### config.mk
export PLATFORM = sky130hd
export DESIGN_NAME = instr_fetch_ctrl
export DESIGN_NICKNAME = d
export VERILOG_FILES = /design/src/rtl/instr_fetch_ctrl.sv
export SDC_FILE = /design/constraint.sdc
export NUM_CORES = 1
export LEC_CHECK = 0
export ABC_AREA = 1
export CAP_MARGIN = 10
export CORE_MARGIN = 4
export CORE_UTILIZATION = 32
export DETAILED_ROUTE_END_ITERATION = 10
export PLACE_DENSITY = 0.78
export SLEW_MARGIN = 30
export SYNTH_ARGS = -nofsm -noshare
export SYNTH_HDL_FRONTEND = slang
export SYNTH_SLANG_ARGS = --single-unit
### constraint.sdc
create_clock -name clk -period 1.6 [get_ports clk]
set_input_delay 0.32 -clock clk [delete_from_list [all_inputs] [get_ports clk]]
set_output_delay 0.32 -clock clk [all_outputs]
set_load 0.1 [all_outputs]
### src/rtl/instr_fetch_ctrl.sv
// rtl/instr_fetch_ctrl.sv - instruction memory port owner: boot-loader writes, PC sequencing and fetch to decode
module instr_fetch_ctrl #(
    parameter int                ADDR_W     = 14,
    parameter int                DATA_W     = 32,
    parameter logic [ADDR_W-1:0] START_ADDR = '0
) (
    input  logic              clk,
    input  logic              reset_n,
    input  logic              start,
    input  logic              halt,
    input  logic              stall,
    input  logic              redirect_valid,
    input  logic [ADDR_W-1:0] redirect_addr,
    input  logic              load_valid,
    input  logic [ADDR_W-1:0] load_addr,
    input  logic [DATA_W-1:0] load_data,
    output logic              load_ready,
    output logic [ADDR_W-1:0] mem_addr,
    output logic              mem_we,
    output logic [DATA_W-1:0] mem_wdata,
    input  logic [DATA_W-1:0] mem_rdata,
    output logic [DATA_W-1:0] instr,
    output logic [ADDR_W-1:0] instr_pc,
    output logic              instr_valid,
    output logic              busy
);

    localparam logic [1:0] ST_IDLE  = 2'd0;
    localparam logic [1:0] ST_LOAD  = 2'd1;
    localparam logic [1:0] ST_FETCH = 2'd2;

    logic [1:0]        state_q, state_d;
    logic [ADDR_W-1:0] pc_q, pc_d;
    logic [ADDR_W-1:0] instr_pc_q, instr_pc_d;
    logic              instr_valid_q, instr_valid_d;
    logic              stall_eff;

    // A stall only holds once an instruction is on display; the first fetch after start always issues.
    assign stall_eff = stall & instr_valid_q;

    always_comb begin
        state_d       = state_q;
        pc_d          = pc_q;
        instr_pc_d    = instr_pc_q;
        instr_valid_d = instr_valid_q;
        case (state_q)
            ST_IDLE: begin
                if (load_valid) begin
                    state_d = ST_LOAD;
                end else if (start) begin
                    state_d       = ST_FETCH;
                    pc_d          = START_ADDR;
                    instr_valid_d = 1'b0;
                end
            end
            ST_LOAD: begin
                if (!load_valid) begin
                    state_d = ST_IDLE;
                end
            end
            ST_FETCH: begin
                if (halt) begin
                    state_d       = ST_IDLE;
                    instr_valid_d = 1'b0;
                end else if (redirect_valid) begin
                    instr_pc_d    = redirect_addr;
                    pc_d          = redirect_addr + ADDR_W'(1);
                    instr_valid_d = 1'b1;
                end else if (!stall_eff) begin
                    instr_pc_d    = pc_q;
                    pc_d          = pc_q + ADDR_W'(1);
                    instr_valid_d = 1'b1;
                end
            end
            default: begin
                state_d       = ST_IDLE;
                instr_valid_d = 1'b0;
            end
        endcase
    end

    // Address mux: the word re-read during a stall keeps mem_rdata, and so instr, stable.
    always_comb begin
        mem_addr   = '0;
        mem_we     = 1'b0;
        load_ready = 1'b0;
        case (state_q)
            ST_LOAD: begin
                load_ready = 1'b1;
                mem_addr   = load_addr;
                mem_we     = load_valid;
            end
            ST_FETCH: begin
                if (halt) begin
                    mem_addr = pc_q;
                end else if (redirect_valid) begin
                    mem_addr = redirect_addr;
                end else if (stall_eff) begin
                    mem_addr = instr_pc_q;
                end else begin
                    mem_addr = pc_q;
                end
            end
            default: begin
                mem_addr = '0;
            end
        endcase
    end

    always_ff @(posedge clk) begin
        if (!reset_n) begin
            state_q       <= ST_IDLE;
            pc_q          <= START_ADDR;
            instr_pc_q    <= '0;
            instr_valid_q <= 1'b0;
        end else begin
            state_q       <= state_d;
            pc_q          <= pc_d;
            instr_pc_q    <= instr_pc_d;
            instr_valid_q <= instr_valid_d;
        end
    end

    assign mem_wdata   = load_data;
    assign instr       = mem_rdata;
    assign instr_pc    = instr_pc_q;
    assign instr_valid = instr_valid_q;
    assign busy        = (state_q != ST_IDLE);

endmodule

==> results.tsv <==
metric	value	unit
achievable-frequency	0.480	GHz
leakage_power_of_the_design	1.96	nW
tightestPinTransition	0.328	ns
critical_path_required	1.28	ns
run_status	finished, violations left	
syn_area	2740	um^2
coreArea	8260	um^2
clock-sinks	31	
power-per-cell-area	684	nW/um^2
final.setup_skew	0.0113	ns
rows	33	
postSynthCellCount	417	
setup_viol	33	
cts_root_buffer	sky130_fd_sc_hd__clkbuf_8	
r2r_end	state_q[0]	
period_minus_slack	2.08	ns
route.final.wire_length	9.93	mm
async_reset_ff_frac	0	
ctsHoldBuffers	0	
numPortBuffers	66	
die_x	101	um
critical-path-top-cell-by-count	sky130_fd_sc_hd__buf_12	
synth_area_per_cell	6.57	um^2
replace_congestion	0.833	
power.clock.fraction	0.207	
average_wire_length_per_cell_after_detail_routing	16.9	um
synth_seq_cells	31	
worst_setup_path_start_kind	flip-flop	
regToRegSetupSlack	-0.32	ns
min_path_type	in -> reg	
failed_checks	negative setup slack	
seqPwrFrac	0.263	
synth.top_cells.by_count	sky130_fd_sc_hd__nand2_1 (135), sky130_fd_sc_hd__buf_4 (66), sky130_fd_sc_hd__dfxtp_1 (31)	
synth_top_cell_by_area	sky130_fd_sc_hd__dfxtp_1	
drt-vias-per-instance	5.10	
ys.warnings.count	0	
timing.final.ws_setup	-0.484	ns
cts_made_buffers	5	
comb_power_share	0.530	
ios	195	
antenna_violations_before_repair	0	
clk_pin_slew_worst_paths	0.08	ns
switching_power	1.35	mW
synthMostInstantiatedCell	sky130_fd_sc_hd__nand2_1	
crit_fanout	7	
number_of_global_route_vias_before_repair	3225	
net_count_synth	520	
ctsLongestPathBuffers	2	
multiInputGateArea	2010	um^2
n_antenna_cell	0	
finalHoldWorstSlack	0.420	ns
drive_gt1_frac	0.529	
globalRouteOverflowTotal	0	
vias	3003	
whs_path_depth	4	
internal_power	1.85	mW
min_delay_worst_endpoint	pc_q[0]	
timing_worst_setup_path_type	reg -> out	
fillers	685	
min-delay-start	redirect_addr[0]	
worst_setup_path_end_kind	primary output	
synth-seq-area-share	0.226	
synth_cell_types	33	
cp_data_arrival_time	1.76	ns
cell_by_cell_trace_of_the_critical_path	inv_2, ha_4, inv_4, nor2_4, buf_12, buf_12, nand2_4, a31oi_4, buf_12	
cpMaxStageDelayCell	sky130_fd_sc_hd__dfxtp_2	
flow.area_growth_from_synthesis	70.7	%
post_layout_nonfiller_instances	589	
final_hold_viol_count	0	
placedCellCount	557	
slowest_stage_delay_on_critical_path	0.34	ns
rr_startpoint	state_q[1]	
vdd_ir_drop_max	0.661	mV
cts_tree	built	
switching_share_of_power	0.423	
grt_setup_unrepaired	true	
worst_r2r_path_depth	13	
h-tree-depth	2	
report.final.slew_viol_count	0	
detailedPlacementHpwl	6.28	mm
die-area	10100	um^2
synth.top_cells.by_area	sky130_fd_sc_hd__dfxtp_1 (23%), sky130_fd_sc_hd__nand2_1 (18%), sky130_fd_sc_hd__buf_4 (18%), sky130_fd_sc_hd__a21oi_1 (5.5%), sky130_fd_sc_hd__nand3_1 (4.2%)	
drc_errors	0	
first_pass_grt_wire_length	15.3	mm
synth_enable_flop_cells	0	
ys_flop_type	sky130_fd_sc_hd__dfxtp_1	
starting_density	0.332	
drv_cap	0	
nets	587	
max-slew-margin-rel	0.780	
drtIter0Drc	141	
dieHeight	101	um
insertion_delay	0.30	ns
ant_nets	0	
synth_top_area_share	0.226	
drt_first_pass_iters	5	
grt_util_all_layers	0.188	
grt_start_max_net_pins	30	
area_of_all_sequential_standard_cells	644	um^2
finalCritPeriodShare	1.30	
-- placed cells by master, fill, tap and decap left out, types with 5 or more instances in the layout --
master	n
sky130_fd_sc_hd__nor2_1	6
sky130_fd_sc_hd__nand2_1	108
sky130_fd_sc_hd__dfxtp_2	16
sky130_fd_sc_hd__nand3_1	11
sky130_fd_sc_hd__clkbuf_8	6
sky130_fd_sc_hd__buf_4	56
sky130_fd_sc_hd__inv_2	6
sky130_fd_sc_hd__a31oi_4	14
sky130_fd_sc_hd__o21ai_2	6
sky130_fd_sc_hd__clkdlybuf4s50_1	30
sky130_fd_sc_hd__buf_12	43
sky130_fd_sc_hd__nand2_4	20
sky130_fd_sc_hd__inv_1	13
sky130_fd_sc_hd__dfxtp_1	14
sky130_fd_sc_hd__o21ai_1	5
sky130_fd_sc_hd__o21ai_0	9
sky130_fd_sc_hd__nor2_4	7
sky130_fd_sc_hd__nand2_2	28
sky130_fd_sc_hd__a21oi_1	18
sky130_fd_sc_hd__nand3_2	13
sky130_fd_sc_hd__a21oi_2	14
-- final cells by class --
| cell class | instances | area share |
|---|---|---|
| clock inverters | 1 | 0.00107 |
| clock buffers | 6 | 0.0177 |
| inverters | 24 | 0.0222 |
| multi-input cells | 283 | 0.430 |
| well taps | 105 | 0.0281 |
| repair buffers | 139 | 0.364 |
| flip-flops and latches | 31 | 0.138 |
-- through the flow --
| stage | setup TNS [ns] | setup slack (ns) | total power [mW] | util | cell area (um^2) |
|---|---|---|---|---|---|
| 6_report | -9.12 | -0.484 | 3.20 | 0.567 | 4680 |
| 4_1_cts | -7.27 | -0.460 | 3.08 | 0.542 | 4480 |
| 3_5_place_dp | -19.21 | -0.651 | 2.23 | 0.488 | 4030 |
| 2_1_floorplan | -7.97 | -0.535 | 2.43 | - | 3060 |
| 5_1_grt | -11.23 | -0.552 | 3.31 | 0.567 | 4680 |
| 3_3_place_gp | -18.18 | -0.660 | 2.21 | 0.488 | 4030 |
-- timing repair --
action	CTS	global route
resized for setup	63	47
gates cloned	2	0
setup buffers	14	11
setup endpoints to repair	33	34
pin swaps	25	37
-- logic make-up after synthesis --
logic type | count (synthesis) | share of synthesized area
adders and majority gates | 4 | 0.0183
xor gates and xnor gates | 2 | 0.00639
buffers and inverters | 104 | 0.243
DFF | 31 | 0.226
AOI/OAI and AO/OA | 70 | 0.142
and+or+nand+nor | 206 | 0.364
-- how the worst max path moves through the flow --
| stage | from | endpoint | cells after the start |
|---|---|---|---|
| CTS | state_q[0] | mem_addr[0] | 9 |
| global placement | redirect_valid | mem_addr[8] | 10 |
| global route | instr_valid | mem_addr[8] | 10 |
| detailed placement | redirect_valid | mem_addr[12] | 10 |
| finish | state_q[0] | mem_addr[12] | 9 |
| floorplan | instr_valid | mem_addr[9] | 9 |
-- worst max-delay path, delay by kind of cell (launching register included) --
family | cells | cell delay [ns]
AND/OR/NAND/NOR | 2 | 0.18
AO/OA/AOI/OAI | 1 | 0.19
flip-flops | 1 | 0.34
adder cells (fa/ha/maj) | 1 | 0.17
buffers and inverters | 5 | 0.56
-- metal layers --
layer | vias to the layer above | part of all wire | global-route usage
met4 | 0 | 0.030 | 0.0964
li1 | 1423 | - | -
met5 | - | 0 | 0
met3 | 34 | 0.062 | 0.0533
met1 | 1442 | 0.39 | 0.202
met2 | 104 | 0.51 | 0.334
-- flip-flops by register name (all words and copies together) (netlist names) --
register / flops
instr_pc: 14
instr_valid: 1
pc_q: 14
state_q: 2
-- power groups by stage --
stage	clock network, mW	registers (mW)	logic, mW
after global placement	0	0.851	1.36
after CTS	0.662	0.838	1.57
after global routing	0.696	0.843	1.77
after detailed placement	0	0.852	1.38
final	0.662	0.841	1.70
after floorplan	0	0.953	1.47
Power figures use the tool's default switching activity.
